File: config.mk
export PLATFORM = sky130hd
export DESIGN_NAME = mem_port_arbiter
export DESIGN_NICKNAME = d
export VERILOG_FILES = /design/src/rtl/mem_port_arbiter.sv
export SDC_FILE = /design/constraint.sdc
export NUM_CORES = 1
export LEC_CHECK = 0
export BUFFER_PORTS_ARGS = -buffer_cell sky130_fd_sc_hd__buf_2
export CAP_MARGIN = 20
export CORE_AREA = 2 2 125 127
export DETAILED_ROUTE_END_ITERATION = 12
export DIE_AREA = 0 0 127 129
export GPL_ROUTABILITY_DRIVEN = 0
export PLACE_DENSITY_LB_ADDON = 0.15
export SYNTH_ARGS = -nofsm -noshare
export SYNTH_HDL_FRONTEND = slang
export SYNTH_SLANG_ARGS = --single-unit
File: constraint.sdc
create_clock -name clk -period 5.1 [get_ports clk]
set_clock_uncertainty 0.05 [all_clocks]
set_input_delay 0.51 -clock clk [delete_from_list [all_inputs] [get_ports clk]]
set_output_delay 0.51 -clock clk [all_outputs]
set_load 0.01 [all_outputs]
File: src/rtl/mem_port_arbiter.sv
// Shares one SRAM-like memory port between the instruction and data requesters,
// with an in-order owner tag FIFO steering responses. Optional: ARB_ROUND_ROBIN_EN.
module mem_port_arbiter #(
  parameter int unsigned DEPTH = 4
) (
  input  logic        clk,
  input  logic        resetn,

  input  logic        inst_req,
  input  logic        inst_wr,
  input  logic [1:0]  inst_size,
  input  logic [31:0] inst_addr,
  input  logic [3:0]  inst_wstrb,
  input  logic [31:0] inst_wdata,
  output logic        inst_addr_ok,
  output logic        inst_data_ok,
  output logic [31:0] inst_rdata,

  input  logic        data_req,
  input  logic        data_wr,
  input  logic [1:0]  data_size,
  input  logic [31:0] data_addr,
  input  logic [3:0]  data_wstrb,
  input  logic [31:0] data_wdata,
  output logic        data_addr_ok,
  output logic        data_data_ok,
  output logic [31:0] data_rdata,

  output logic        mem_req,
  output logic        mem_wr,
  output logic [1:0]  mem_size,
  output logic [31:0] mem_addr,
  output logic [3:0]  mem_wstrb,
  output logic [31:0] mem_wdata,
  input  logic        mem_addr_ok,
  input  logic        mem_data_ok,
  input  logic [31:0] mem_rdata,

  output logic [$clog2(DEPTH):0] outstanding
);

  localparam int unsigned AW = $clog2(DEPTH);
  localparam logic [AW:0] FULL_CNT = (AW+1)'(DEPTH);

  typedef enum logic {S_IDLE, S_LOCKED} state_t;

  state_t          state;
  logic            owner;      // 0 = inst, 1 = data
  logic [DEPTH-1:0] tags;
  logic [AW-1:0]   wptr;
  logic [AW-1:0]   rptr;
  logic [AW:0]     count;

  logic idle_sel;
  logic sel;
  logic sel_req;
  logic full;
  logic empty;
  logic push;
  logic pop;
  logic head;

`ifdef ARB_ROUND_ROBIN_EN
  logic rr_ptr;
  always_comb idle_sel = (inst_req && data_req) ? rr_ptr : data_req;
`else
  always_comb idle_sel = data_req;
`endif

  always_comb begin
    sel     = (state == S_LOCKED) ? owner : idle_sel;
    sel_req = sel ? data_req : inst_req;
    full    = (count == FULL_CNT);
    empty   = (count == '0);
    mem_req = resetn && sel_req && !full;
    push    = mem_req && mem_addr_ok;
    head    = tags[rptr];
    // A response with nothing outstanding is dropped entirely.
    pop     = resetn && mem_data_ok && !empty;

    mem_wr    = sel ? data_wr    : inst_wr;
    mem_size  = sel ? data_size  : inst_size;
    mem_addr  = sel ? data_addr  : inst_addr;
    mem_wstrb = sel ? data_wstrb : inst_wstrb;
    mem_wdata = sel ? data_wdata : inst_wdata;

    inst_addr_ok = push && !sel;
    data_addr_ok = push && sel;
    inst_data_ok = pop && !head;
    data_data_ok = pop && head;
    inst_rdata   = mem_rdata;
    data_rdata   = mem_rdata;
    outstanding  = count;
  end

  always_ff @(posedge clk) begin
    if (!resetn) begin
      state  <= S_IDLE;
      owner  <= 1'b0;
      tags   <= '0;
      wptr   <= '0;
      rptr   <= '0;
      count  <= '0;
`ifdef ARB_ROUND_ROBIN_EN
      rr_ptr <= 1'b0;
`endif
    end else begin
      // Lock is released only by an actual acceptance, so a stalled owner keeps the port.
      if (push) begin
        state <= S_IDLE;
      end else if (mem_req) begin
        state <= S_LOCKED;
        owner <= sel;
      end

      if (push) begin
        tags[wptr] <= sel;
        wptr       <= wptr + 1'b1;
`ifdef ARB_ROUND_ROBIN_EN
        rr_ptr     <= ~sel;
`endif
      end
      if (pop)
        rptr <= rptr + 1'b1;

      case ({push, pop})
        2'b10:   count <= count + 1'b1;
        2'b01:   count <= count - 1'b1;
        default: count <= count;
      endcase
    end
  end

endmodule

==> flow_summary.html, run 1 <==
<table>
<tr><th>Metric</th><th>Value</th></tr>
<tr><th colspan="2">GRT</th></tr>
<tr><td>Maximum number of pins on one net before global-route repair</td><td>46</td></tr>
<tr><td>Congestion Overflow GR</td><td>0</td></tr>
<tr><td>Antenna violations before repair</td><td>0</td></tr>
<tr><td>First-pass GRT wire length</td><td>10.4 mm</td></tr>
<tr><td>Global-route usage over all layers</td><td>8.09%</td></tr>
<tr><td>Via count of the first global-routing pass</td><td>1970</td></tr>
<tr><th colspan="2">Critical path</th></tr>
<tr><td>Worst Path Required</td><td>4.54 ns</td></tr>
<tr><td>Kind of end point of the critical path</td><td>output port</td></tr>
<tr><td>Data arrival at the endpoint of the critical path</td><td>between 2 and 2.5 ns</td></tr>
<tr><td>Cell family contributing the most delay on the critical path</td><td>multiplexers</td></tr>
<tr><td>Crit path buf inv count</td><td>2</td></tr>
<tr><td>Max incr delay on CP</td><td>0.49 ns</td></tr>
<tr><td>Critical path fanouts, max</td><td>45</td></tr>
<tr><td>List of cells traversed by the critical path</td><td>mux2i_4 -&gt; buf_4 -&gt; mux2_1 -&gt; buf_2</td></tr>
<tr><td>Worst Setup Start Kind</td><td>register</td></tr>
<tr><td>Critical-path cell with the highest stage delay</td><td>buf_4</td></tr>
<tr><td>Setup Crit Path Kind</td><td>register to output port</td></tr>
<tr><th colspan="2">Die</th></tr>
<tr><td>DIE HEIGHT</td><td>129 um</td></tr>
<tr><td>Core Footprint</td><td>between 10000 and 15000 um^2</td></tr>
<tr><td>Starting Density</td><td>13.8%</td></tr>
<tr><td>Die width</td><td>127 um</td></tr>
<tr><td>Standard-cell row count</td><td>45</td></tr>
<tr><td>Count of pins on the block boundary</td><td>323</td></tr>
<tr><td>Overall die area</td><td>16400 um^2</td></tr>
<tr><th colspan="2">Placement</th></tr>
<tr><td>Placed Area</td><td>2930 um^2</td></tr>
<tr><td>Buffers added on ports</td><td>226</td></tr>
<tr><td>Post-detailed-placement half-perimeter wirelength</td><td>about 6.9 mm</td></tr>
<tr><td>Setup slack after placement</td><td>2.44 ns</td></tr>
<tr><th colspan="2">Timing</th></tr>
<tr><td>Slew @ Worst Pin</td><td>0.571 ns</td></tr>
<tr><td>Final worst-path cycle share</td><td>52.8%</td></tr>
<tr><td>Fmax</td><td>between 300 and 400 MHz</td></tr>
<tr><td>Setup ws final</td><td>about 2.4 ns</td></tr>
<tr><td>Hold violation count in the final report</td><td>0</td></tr>
<tr><td>Final sum of negative setup slack</td><td>0 ns</td></tr>
<tr><td>Final setup vio count</td><td>0</td></tr>
<tr><td>Unrepaired setup endpoints after global routing</td><td>false</td></tr>
<tr><td>Worst slew slack as a fraction of its limit</td><td>61.9%</td></tr>
<tr><td>Fin crit period</td><td>around 2.7 ns</td></tr>
<tr><td>Slew Viols, Final</td><td>0</td></tr>
<tr><th colspan="2">Synth</th></tr>
<tr><td>Dominant cell by count in the synthesized netlist</td><td>mux2_1</td></tr>
<tr><td>Cell type with the highest aggregate area in the netlist</td><td>mux2_1</td></tr>
<tr><td>Area share of the largest cell type after synthesis</td><td>38.8%</td></tr>
<tr><td>Number of nets produced by synthesis</td><td>407</td></tr>
<tr><td>Share of synthesized area occupied by flip-flops and latches</td><td>approximately an eighth</td></tr>
<tr><td>Post-synthesis instance area</td><td>roughly 2100 um^2</td></tr>
<tr><td>Synthesized flop and latch total</td><td>13</td></tr>
<tr><td>Gate count after technology mapping</td><td>221</td></tr>
<tr><td>Number of enable-type register cells in the synthesized netlist</td><td>0</td></tr>
<tr><td>Warnings from Yosys</td><td>0</td></tr>
<tr><td>Share of async-settable or async-resettable flops after synthesis</td><td>0%</td></tr>
<tr><td>Commonest cells in the synthesized netlist</td><td>71 x mux2_1, 64 x buf_4, 13 x dfxtp_1, 11 x nand2_1</td></tr>
<tr><td>Library cells used by synthesis</td><td>27</td></tr>
<tr><td>Primary FF master, synth</td><td>dfxtp_1</td></tr>
<tr><td>Post-synthesis average cell area</td><td>between 9 and 10 um^2</td></tr>
<tr><td>Synth area leaders</td><td>mux2_1 39%, buf_4 23%, dfxtp_1 13%</td></tr>
<tr><th colspan="2">Run status</th></tr>
<tr><td>Run status</td><td>completed</td></tr>
<tr><th colspan="2">CTS</th></tr>
<tr><td>Deepest clock path buffer count</td><td>2</td></tr>
<tr><td>CTS tree</td><td>done</td></tr>
<tr><td>Number of CTS-inserted buffers</td><td>3</td></tr>
<tr><td>Clock root buffer</td><td>clkbuf_16</td></tr>
<tr><td>Latest clock arrival within the worst-skew pair</td><td>0.24 ns</td></tr>
<tr><td>Number of gates resized after CTS</td><td>0</td></tr>
<tr><td>Deepest level of the CTS H-tree</td><td>1</td></tr>
<tr><td>Clock-pin slew on the worst setup and hold paths</td><td>0.05 ns</td></tr>
<tr><td>CTS sink count</td><td>13</td></tr>
<tr><td>Setup repair bufs after CTS</td><td>0</td></tr>
<tr><td>Number of hold buffers added after cts</td><td>0</td></tr>
<tr><th colspan="2">Flow run</th></tr>
<tr><td>Count of max-cap constraint violations</td><td>0</td></tr>
<tr><th colspan="2">Routing</th></tr>
<tr><td>Final WL</td><td>7.75 mm</td></tr>
<tr><td>First-iteration detailed-routing DRC count</td><td>62</td></tr>
<tr><td>First-pass iteration count of the detailed router</td><td>4</td></tr>
<tr><td>Antenna Nets Post-Route</td><td>0</td></tr>
<tr><td>DRC viols</td><td>0</td></tr>
<tr><td>Via count</td><td>2120</td></tr>
<tr><td>Drt wl/cell</td><td>13.6 um</td></tr>
<tr><td>Via density per instance</td><td>3.73</td></tr>
<tr><th colspan="2">Layout</th></tr>
<tr><td>Area growth from synthesis to final layout</td><td>46.0%</td></tr>
<tr><td>Post-layout instance area</td><td>3010 um^2</td></tr>
<tr><td>Number of diodes added for antenna fixing</td><td>0</td></tr>
<tr><td>Layout net count</td><td>567</td></tr>
<tr><td>Layout cells sized above 1</td><td>a little over three fifths</td></tr>
<tr><th colspan="2">Worst hold path</th></tr>
<tr><td>Worst min-delay path class</td><td>register to register</td></tr>
<tr><th colspan="2">Power</th></tr>
<tr><td>Peak VDD IR</td><td>0.0944 mV</td></tr>
<tr><td>Leakage power summed over all cells</td><td>1.53 nW</td></tr>
<tr><td>Power per cell area</td><td>172 nW/um^2</td></tr>
</table>
==> metrics by stage <==
step	power, mW	cells	hold WS (ns)	util [%]
3_5_place_dp	0.374	564	0.410	19.6
5_1_grt	0.552	568	0.428	20.1
4_1_cts	0.529	568	0.417	20.1
6_report	0.519	568	0.410	20.1
2_1_floorplan	0.294	221	0.385	-
3_3_place_gp	0.374	564	0.401	19.6
==> placed cells by master (no fill, tap or decap), types with 2 or more instances in the layout <==
master | Yosys | routed
dfxtp_1 | 13 | 13
mux2i_1 | 8 | 7
ha_1 | 5 | 5
inv_1 | 5 | 5
buf_2 | 8 | 226
mux2_1 | 71 | 71
nand2_1 | 11 | 11
o21ai_0 | 3 | 3
and2_1 | 8 | 8
xnor2_1 | 4 | 4
nor2b_1 | 2 | 2
inv_2 | 2 | 2
nor2_1 | 4 | 4
clkbuf_16 | 0 | 3
buf_4 | 64 | 2
==> worst paths after layout <==
path	startpoint	end	slack (ns)	depth (start not counted)
hold reg to reg	tags[3]	tags[3]	0.41	2
hold / removal	tags[3]	tags[3]	0.41	2
setup reg to reg	owner	outstanding[2]	2.74	9
setup / recovery	state	mem_wdata[6]	2.41	4
==> where the power goes <==
part	internal (mW)	switching (mW)	total [mW]
Sequential	0.107	0.00709	0.114
Combinational	0.132	0.121	0.253
Clock	0.106	0.0461	0.152
==> cells by family after synthesis <==
group / Yosys count / share of synthesized area (%)
AOI/OAI and AO/OA: 8 / 3.46
xor gates and xnor gates: 5 / 2.12
adders and majority gates: 6 / 4.00
buffers and inverters: 80 / 26.7
DFF: 13 / 12.6
muxes: 80 / 43.8
and+or+nand+nor: 29 / 7.34
==> metal layers <==
metal,vias to the layer above,track usage (%),share of wire (%)
li1,1007,-,-
met1,945,9.42,38
met2,155,14.5,50
met3,13,2.33,10
met4,0,2.20,1.6
met5,-,0,0
==> sequential cells by signal, summed over array words and instances, names as in the netlist <==
name	flops
owner	1
state	1
rptr	2
outstanding	3
tags	4
wptr	2
==> worst min-delay path: stages, from the launching register on <==
cell	delay [ns]
dfxtp_1	0.30
nand2_1	0.05
mux2i_1	0.06
==> final cells by class <==
| cell class | count | area, um^2 |
|---|---|---|
| clock buffers | 4 | 78.8 |
| multi-input cells | 128 | 1260 |
| well taps | 188 | 235 |
| inverters | 7 | 26.3 |
| fillers | 1712 | 12000 |
| repair buffers | 228 | 1150 |
| flip-flops and latches | 13 | 260 |
(Power assumes the default switching activity.)
==> run 2, diff against run 1 <==
CORE_AREA = 2 2 124 126   (was 2 2 125 127)
DIE_AREA = 0 0 126 128   (was 0 0 127 129)
clock period = 2.8 ns   (was 5.1 ns; I/O delays follow)
==> flow_summary.html, run 2 (same netlist as run 1, synthesis figures left out) <==
<table>
<tr><th>Metric</th><th>Value</th></tr>
<tr><th colspan="2">Critical path</th></tr>
<tr><td>Critical register-to-register path startpoint</td><td>owner</td></tr>
<tr><td>Setup Crit Path Kind</td><td>register to register</td></tr>
<tr><td>Worst setup path start</td><td>owner</td></tr>
<tr><td>FF-to-FF setup slack</td><td>0.51 ns (-2.23 ns)</td></tr>
<tr><td>Cell family contributing the most delay on the critical path</td><td>adder cells</td></tr>
<tr><td>Kind of end point of the critical path</td><td>register</td></tr>
<tr><td>Data arrival at the endpoint of the critical path</td><td>2.42 ns (+0.29 ns)</td></tr>
<tr><td>Crit path buf inv count</td><td>2 (unchanged)</td></tr>
<tr><td>Critical path fanouts, max</td><td>3 (-93%)</td></tr>
<tr><td>List of cells traversed by the critical path</td><td>mux2i_1 -&gt; a211oi_4 -&gt; inv_2 -&gt; ha_1 -&gt; inv_1 -&gt; fa_1 -&gt; xor2_1 -&gt; or3_1 -&gt; a21boi_1</td></tr>
<tr><td>Worst Path Required</td><td>2.92 ns (-1.62 ns)</td></tr>
<tr><td>Max incr delay on CP</td><td>0.40 ns (-0.09 ns)</td></tr>
<tr><td>Worst Setup Start Kind</td><td>register</td></tr>
<tr><td>Critical-path cell with the highest stage delay</td><td>dfxtp_1</td></tr>
<tr><th colspan="2">Run status</th></tr>
<tr><td>Run status</td><td>completed</td></tr>
<tr><th colspan="2">CTS</th></tr>
<tr><td>CTS sink count</td><td>13 (unchanged)</td></tr>
<tr><td>Deepest clock path buffer count</td><td>2 (unchanged)</td></tr>
<tr><td>CTS tree</td><td>done</td></tr>
<tr><td>Number of CTS-inserted buffers</td><td>3 (unchanged)</td></tr>
<tr><td>Number of gates resized after CTS</td><td>0 (unchanged)</td></tr>
<tr><td>Number of hold buffers added after cts</td><td>0 (unchanged)</td></tr>
<tr><td>Setup repair bufs after CTS</td><td>0 (unchanged)</td></tr>
<tr><td>Clock root buffer</td><td>clkbuf_16</td></tr>
<tr><td>Deepest level of the CTS H-tree</td><td>1 (unchanged)</td></tr>
<tr><td>Latest clock arrival within the worst-skew pair</td><td>0.24 ns (about the same)</td></tr>
<tr><td>Clock-pin slew on the worst setup and hold paths</td><td>0.05 ns (about the same)</td></tr>
<tr><th colspan="2">Timing</th></tr>
<tr><td>Setup ws final</td><td>0.506 ns (-1.90 ns)</td></tr>
<tr><td>Slew @ Worst Pin</td><td>0.351 ns (-0.221 ns)</td></tr>
<tr><td>Final sum of negative setup slack</td><td>0 ns (unchanged)</td></tr>
<tr><td>Hold violation count in the final report</td><td>0 (unchanged)</td></tr>
<tr><td>Final setup vio count</td><td>0 (unchanged)</td></tr>
<tr><td>Unrepaired setup endpoints after global routing</td><td>false</td></tr>
<tr><td>Fin crit period</td><td>around 2.3 ns</td></tr>
<tr><td>Final Hold Slack</td><td>0.351 ns (-0.0590 ns)</td></tr>
<tr><td>Final worst-path cycle share</td><td>81.9%</td></tr>
<tr><td>Slew Viols, Final</td><td>0 (unchanged)</td></tr>
<tr><td>Fmax</td><td>436 MHz</td></tr>
<tr><td>Worst slew slack as a fraction of its limit</td><td>76.0% (+14 points)</td></tr>
<tr><th colspan="2">Power</th></tr>
<tr><td>Fraction of power consumed by sequential logic</td><td>22.2% (+0.2 points)</td></tr>
<tr><td>Peak VDD IR</td><td>0.169 mV (+79%)</td></tr>
<tr><td>Clk pwr share</td><td>28.8% (-0.5 points)</td></tr>
<tr><td>Net load switching power</td><td>302 uW (+73%)</td></tr>
<tr><td>Int Power</td><td>630 uW (+83%)</td></tr>
<tr><td>Leakage power summed over all cells</td><td>1.54 nW (+0.67%)</td></tr>
<tr><td>Switching Fraction</td><td>32.4% (-1.3 points)</td></tr>
<tr><td>Power per cell area</td><td>308 nW/um^2 (+78%)</td></tr>
<tr><td>Fraction of power consumed by combinational cells</td><td>49.0% (+0.2 points)</td></tr>
<tr><th colspan="2">Placement</th></tr>
<tr><td>Placed Area</td><td>2950 um^2 (+0.68%)</td></tr>
<tr><td>Setup slack after placement</td><td>0.488 ns (-1.96 ns)</td></tr>
<tr><td>Buffers added on ports</td><td>226 (unchanged)</td></tr>
<tr><td>Post-placement cell count</td><td>565 (+0.18%)</td></tr>
<tr><td>Post-detailed-placement half-perimeter wirelength</td><td>5.98 mm (-13%)</td></tr>
<tr><th colspan="2">GRT</th></tr>
<tr><td>First-pass GRT wire length</td><td>9.53 mm (-7.9%)</td></tr>
<tr><td>Congestion Overflow GR</td><td>0 (unchanged)</td></tr>
<tr><td>Global-route usage over all layers</td><td>7.31% (-0.78 points)</td></tr>
<tr><td>Antenna violations before repair</td><td>0 (unchanged)</td></tr>
<tr><td>Via count of the first global-routing pass</td><td>1957 (-0.66%)</td></tr>
<tr><td>Maximum number of pins on one net before global-route repair</td><td>56 (+22%)</td></tr>
<tr><th colspan="2">Layout</th></tr>
<tr><td>Post-layout instance area</td><td>3030 um^2 (+0.67%)</td></tr>
<tr><td>Number of standard cells in the layout, taps in and fillers out</td><td>569 (+0.18%)</td></tr>
<tr><td>Register ranked first by flip-flop count</td><td>tags</td></tr>
<tr><td>Area growth from synthesis to final layout</td><td>47.0%</td></tr>
<tr><td>Number of diodes added for antenna fixing</td><td>0 (unchanged)</td></tr>
<tr><td>Number of flip-flops in the largest register</td><td>4 (unchanged)</td></tr>
<tr><td>Layout cells sized above 1</td><td>62.7% (+0.098 points)</td></tr>
<tr><td>Most common cell after layout, fill and taps aside</td><td>buf_2</td></tr>
<tr><td>Layout net count</td><td>568 (+0.18%)</td></tr>
<tr><td>Most frequent cells in the layout</td><td>226 x buf_2, 71 x mux2_1, 13 x dfxtp_1</td></tr>
<tr><td>Filler instances</td><td>1654 (-3.4%)</td></tr>
<tr><th colspan="2">Die</th></tr>
<tr><td>Die width</td><td>126 um (-0.79%)</td></tr>
<tr><td>Core Footprint</td><td>14900 um^2 (-0.75%)</td></tr>
<tr><td>Count of pins on the block boundary</td><td>323 (unchanged)</td></tr>
<tr><td>Standard-cell row count</td><td>45 (unchanged)</td></tr>
<tr><td>Starting Density</td><td>13.9% (+0.10 points)</td></tr>
<tr><td>Overall die area</td><td>16100 um^2 (-1.6%)</td></tr>
<tr><td>DIE HEIGHT</td><td>128 um (-0.78%)</td></tr>
<tr><th colspan="2">Worst hold path</th></tr>
<tr><td>Hold Startpoint</td><td>data_req</td></tr>
<tr><td>Worst min-delay path class</td><td>primary input to register</td></tr>
<tr><th colspan="2">Routing</th></tr>
<tr><td>DRC viols</td><td>0 (unchanged)</td></tr>
<tr><td>First-iteration detailed-routing DRC count</td><td>29 (-53%)</td></tr>
<tr><td>Final WL</td><td>6.81 mm (-12%)</td></tr>
<tr><td>Via density per instance</td><td>3.69 (-1.1%)</td></tr>
<tr><td>Antenna Nets Post-Route</td><td>0 (unchanged)</td></tr>
<tr><td>Via count</td><td>2100 (-0.94%)</td></tr>
<tr><td>Drt wl/cell</td><td>12.0 um (-12%)</td></tr>
<tr><td>First-pass iteration count of the detailed router</td><td>3 (-1)</td></tr>
<tr><th colspan="2">Flow run</th></tr>
<tr><td>Count of max-cap constraint violations</td><td>0 (unchanged)</td></tr>
</table>
==> run 2: cell count changes in the layout (fill, tap and decap cells not counted), sizes merged <==
cell | before | now
buf | 228 | 229
==> run 2: path summary, 6_finish.rpt <==
kind               endpoint  depth (start not counted)
min                   owner                          3
min reg2reg         tags[0]                          2
max          outstanding[2]                          9
max reg2reg  outstanding[2]                          9
==> run 2: power by group through the flow <==
stage	combinational, mW	sequential, mW	clock (mW)
floorplan	0.325	0.210	0
global placement	0.469	0.211	0
detailed placement	0.468	0.211	0
CTS	0.470	0.207	0.278
global route	0.503	0.209	0.292
finish	0.456	0.207	0.269
==> run 2: stage by stage <==
| stage | utilization, % | total power [mW] |
|---|---|---|
| final | 20.4 | 0.932 |
| after global placement | 19.9 | 0.680 |
| after global routing | 20.4 | 1.00 |
| after CTS | 20.4 | 0.956 |
| after floorplan | - | 0.535 |
| after detailed placement | 19.9 | 0.679 |
==> run 2: cell type report <==
class	count	area [um^2]	share of cell area, %
clock buffer	4	78.8	2.60
inverter	7	26.3	0.867
multi-input combinational	128	1260	41.7
sequential	13	260	8.59
tap	188	235	7.76
timing repair buffer	229	1170	38.5
==> run 2: worst min-delay path: cells and delay by family <==
| family | cells | cell delay (ns) |
|---|---|---|
| and+or+nand+nor | 1 | 0.09 |
| buffers and inverters | 1 | 0.14 |
| muxes | 1 | 0.08 |
==> run 2: routing by layer <==
| layer | track usage [%] | wire [um] | vias to the layer above |
|---|---|---|---|
| li1 | - | - | 1005 |
| met1 | 7.79 | 2320 | 922 |
| met2 | 13.9 | 3550 | 151 |
| met3 | 1.75 | 792 | 22 |
| met4 | 2.78 | 155 | 0 |
| met5 | 0 | 0 | - |
==> run 3, diff against run 2 <==
clock period = 1.9 ns   (was 2.8 ns; I/O delays follow)
==> flow_summary.html, run 3 (same netlist as run 1, synthesis figures left out) <==
<table>
<tr><th>Metric</th><th>Value</th></tr>
<tr><th colspan="2">Power</th></tr>
<tr><td>Net load switching power</td><td>589 uW (+95%)</td></tr>
<tr><td>Fraction of power consumed by sequential logic</td><td>16.0% (-6.2 points)</td></tr>
<tr><td>Int Power</td><td>1.30 mW (+110%)</td></tr>
<tr><td>Clk pwr share</td><td>21.2% (-7.6 points)</td></tr>
<tr><td>Peak VDD IR</td><td>0.214 mV (+27%)</td></tr>
<tr><td>Fraction of power consumed by combinational cells</td><td>62.7% (+14 points)</td></tr>
<tr><td>Leakage power summed over all cells</td><td>2.15 nW (+40%)</td></tr>
<tr><td>Switching Fraction</td><td>31.1% (-1.3 points)</td></tr>
<tr><td>Power per cell area</td><td>466 nW/um^2 (+52%)</td></tr>
<tr><th colspan="2">Timing</th></tr>
<tr><td>Fmax</td><td>501 MHz</td></tr>
<tr><td>Fin crit period</td><td>2.00 ns</td></tr>
<tr><td>Hold violation count in the final report</td><td>0 (unchanged)</td></tr>
<tr><td>Setup ws final</td><td>-0.0978 ns (-0.604 ns)</td></tr>
<tr><td>Final setup vio count</td><td>68 (+68)</td></tr>
<tr><td>Slew @ Worst Pin</td><td>0.300 ns (-0.0504 ns)</td></tr>
<tr><td>Worst slew slack as a fraction of its limit</td><td>79.8% (+3.8 points)</td></tr>
<tr><td>Final worst-path cycle share</td><td>105%</td></tr>
<tr><td>Unrepaired setup endpoints after global routing</td><td>true</td></tr>
<tr><td>Slew Viols, Final</td><td>0 (unchanged)</td></tr>
<tr><th colspan="2">Worst hold path</th></tr>
<tr><td>Worst Hold Path Cells</td><td>4 (+1)</td></tr>
<tr><td>Worst min-delay path class</td><td>primary input to register</td></tr>
<tr><td>Hold Startpoint</td><td>mem_addr_ok</td></tr>
<tr><td>Hold Crit Endpoint</td><td>owner</td></tr>
<tr><th colspan="2">Critical path</th></tr>
<tr><td>Kind of end point of the critical path</td><td>output port</td></tr>
<tr><td>Worst Reg-to-Reg Cells</td><td>9 (unchanged)</td></tr>
<tr><td>Worst Path Required</td><td>1.66 ns (-1.26 ns)</td></tr>
<tr><td>Critical register-to-register path startpoint</td><td>owner</td></tr>
<tr><td>Data arrival at the endpoint of the critical path</td><td>1.76 ns (-0.66 ns)</td></tr>
<tr><td>Critical path fanouts, max</td><td>9 (+6)</td></tr>
<tr><td>FF-to-FF setup slack</td><td>-0.09 ns (-0.60 ns)</td></tr>
<tr><td>Worst Setup Start Kind</td><td>register</td></tr>
<tr><td>Setup Crit Path Kind</td><td>register to output port</td></tr>
<tr><td>Reg2Reg Capture Point</td><td>outstanding[2]</td></tr>
<tr><th colspan="2">Routing</th></tr>
<tr><td>Drt wl/cell</td><td>16.9 um (+42%)</td></tr>
<tr><td>Antenna Nets Post-Route</td><td>0 (unchanged)</td></tr>
<tr><td>First-iteration detailed-routing DRC count</td><td>60 (+110%)</td></tr>
<tr><td>First-pass iteration count of the detailed router</td><td>4 (+1)</td></tr>
<tr><td>DRC viols</td><td>0 (unchanged)</td></tr>
<tr><td>Via density per instance</td><td>3.81 (+3.2%)</td></tr>
<tr><td>Final WL</td><td>10.1 mm (+49%)</td></tr>
<tr><td>Via count</td><td>2277 (+8.4%)</td></tr>
<tr><th colspan="2">CTS</th></tr>
<tr><td>Clock-pin slew on the worst setup and hold paths</td><td>0.05 ns (about the same)</td></tr>
<tr><td>CTS tree</td><td>done</td></tr>
<tr><td>Deepest clock path buffer count</td><td>2 (unchanged)</td></tr>
<tr><td>Latest clock arrival within the worst-skew pair</td><td>0.24 ns (about the same)</td></tr>
<tr><td>Number of hold buffers added after cts</td><td>0 (unchanged)</td></tr>
<tr><td>Deepest level of the CTS H-tree</td><td>1 (unchanged)</td></tr>
<tr><td>Number of CTS-inserted buffers</td><td>3 (unchanged)</td></tr>
<tr><td>CTS sink count</td><td>13 (unchanged)</td></tr>
<tr><td>Clock root buffer</td><td>clkbuf_16</td></tr>
<tr><th colspan="2">GRT</th></tr>
<tr><td>Congestion Overflow GR</td><td>0 (unchanged)</td></tr>
<tr><td>Global-route usage over all layers</td><td>10.8% (+3.5 points)</td></tr>
<tr><td>Maximum number of pins on one net before global-route repair</td><td>15 (-73%)</td></tr>
<tr><td>First-pass GRT wire length</td><td>13.4 mm (+40%)</td></tr>
<tr><td>Antenna violations before repair</td><td>0 (unchanged)</td></tr>
<tr><td>Via count of the first global-routing pass</td><td>2250 (+15%)</td></tr>
<tr><th colspan="2">Flow run</th></tr>
<tr><td>Count of max-cap constraint violations</td><td>0 (unchanged)</td></tr>
<tr><th colspan="2">Layout</th></tr>
<tr><td>Post-layout instance area</td><td>4060 um^2 (+34%)</td></tr>
<tr><td>Number of standard cells in the layout, taps in and fillers out</td><td>598 (+5.1%)</td></tr>
<tr><td>Layout net count</td><td>597 (+5.1%)</td></tr>
<tr><td>Area growth from synthesis to final layout</td><td>97.0%</td></tr>
<tr><td>Number of diodes added for antenna fixing</td><td>0 (unchanged)</td></tr>
<tr><td>Most common cell after layout, fill and taps aside</td><td>buf_2</td></tr>
<tr><td>Register ranked first by flip-flop count</td><td>tags</td></tr>
<tr><td>Number of flip-flops in the largest register</td><td>4 (unchanged)</td></tr>
<tr><td>Most frequent cells in the layout</td><td>168 x buf_2, 65 x buf_6, 63 x mux2_4</td></tr>
<tr><td>Layout cells sized above 1</td><td>82.9% (+20 points)</td></tr>
<tr><th colspan="2">Die</th></tr>
<tr><td>Core Footprint</td><td>14900 um^2 (unchanged)</td></tr>
<tr><td>Standard-cell row count</td><td>45 (unchanged)</td></tr>
<tr><td>Count of pins on the block boundary</td><td>323 (unchanged)</td></tr>
<tr><td>Starting Density</td><td>13.9% (unchanged)</td></tr>
<tr><td>DIE HEIGHT</td><td>128 um (unchanged)</td></tr>
<tr><td>Die width</td><td>126 um (unchanged)</td></tr>
<tr><td>Overall die area</td><td>16100 um^2 (unchanged)</td></tr>
<tr><th colspan="2">Placement</th></tr>
<tr><td>Setup slack after placement</td><td>-0.109 ns (-0.597 ns)</td></tr>
<tr><td>Buffers added on ports</td><td>226 (unchanged)</td></tr>
<tr><td>Post-detailed-placement half-perimeter wirelength</td><td>8.04 mm (+34%)</td></tr>
<tr><td>Post-placement cell count</td><td>585 (+3.5%)</td></tr>
<tr><td>Placed Area</td><td>3130 um^2 (+6.2%)</td></tr>
<tr><th colspan="2">Run status</th></tr>
<tr><td>Failing checks</td><td>setup timing</td></tr>
<tr><td>Run status</td><td>complete, but fails checks</td></tr>
</table>
[run 3: area by class of cell]
cell class / count / area (um^2)
Timing Repair Buffer: 258 / 1910
Fill cell: 1619 / 10800
Multi-Input combinational cell: 128 / 1530
Tap cell: 188 / 235
Sequential cell: 13 / 274
Clock buffer: 4 / 78.8
Inverter: 7 / 26.3
[run 3: how the worst max path moves through the flow]
stage               slack (ns)  startpoint  cells after the start              to
floorplan                -0.07       owner                      9  outstanding[2]
global placement         -0.07       owner                      9  outstanding[2]
detailed placement       -0.11       owner                      9  outstanding[2]
CTS                      -0.10       owner                      9  outstanding[2]
global route             -0.18       owner                      9  outstanding[2]
finish                    -0.1       owner                      6     mem_size[0]
[run 3: stage by stage]
step	utilization (%)	total power [mW]	hold WS, ns	setup TNS [ns]
final	27.3	1.89	0.287	-4.01
after global routing	27.3	1.99	0.328	-8.76
after CTS	24.8	1.73	0.290	-3.71
after detailed placement	21.1	1.08	0.330	-0.109
after global placement	21.1	1.09	0.330	-0.0694
after floorplan	-	0.798	0.289	-0.0912
[run 3: repair_timing]
item / CTS / global route
buffers inserted: 5 / 0
cloned: 3 / 3
gates resized for setup: 86 / 73
endpoints found under the setup margin: 73 / 74
[run 3: per-layer routing]
metal | part of all wire [%] | track usage, % | routed length (um) | up-vias
met4 | 0.60 | 1.81 | 61 | 0
met2 | 48 | 17.7 | 4860 | 145
met1 | 42 | 14.3 | 4260 | 1052
met5 | 0 | 0 | 0 | -
met3 | 9.4 | 3.26 | 949 | 12
li1 | - | - | - | 1068
[run 3: worst max-delay path: stages (launching register included)]
cell	delay (ns)
dfxtp_4	0.35
buf_4	0.14
mux2i_4	0.22
buf_12	0.19
buf_16	0.15
mux2_1	0.31
buf_2	0.15
[run 3: power by group through the flow]
| stage | clock network [mW] | logic (mW) | registers [mW] |
|---|---|---|---|
| final | 0.402 | 1.19 | 0.304 |
| after global routing | 0.429 | 1.26 | 0.305 |
| after CTS | 0.413 | 1.02 | 0.305 |
| after detailed placement | 0 | 0.773 | 0.311 |
| after global placement | 0 | 0.776 | 0.311 |
| after floorplan | 0 | 0.487 | 0.311 |
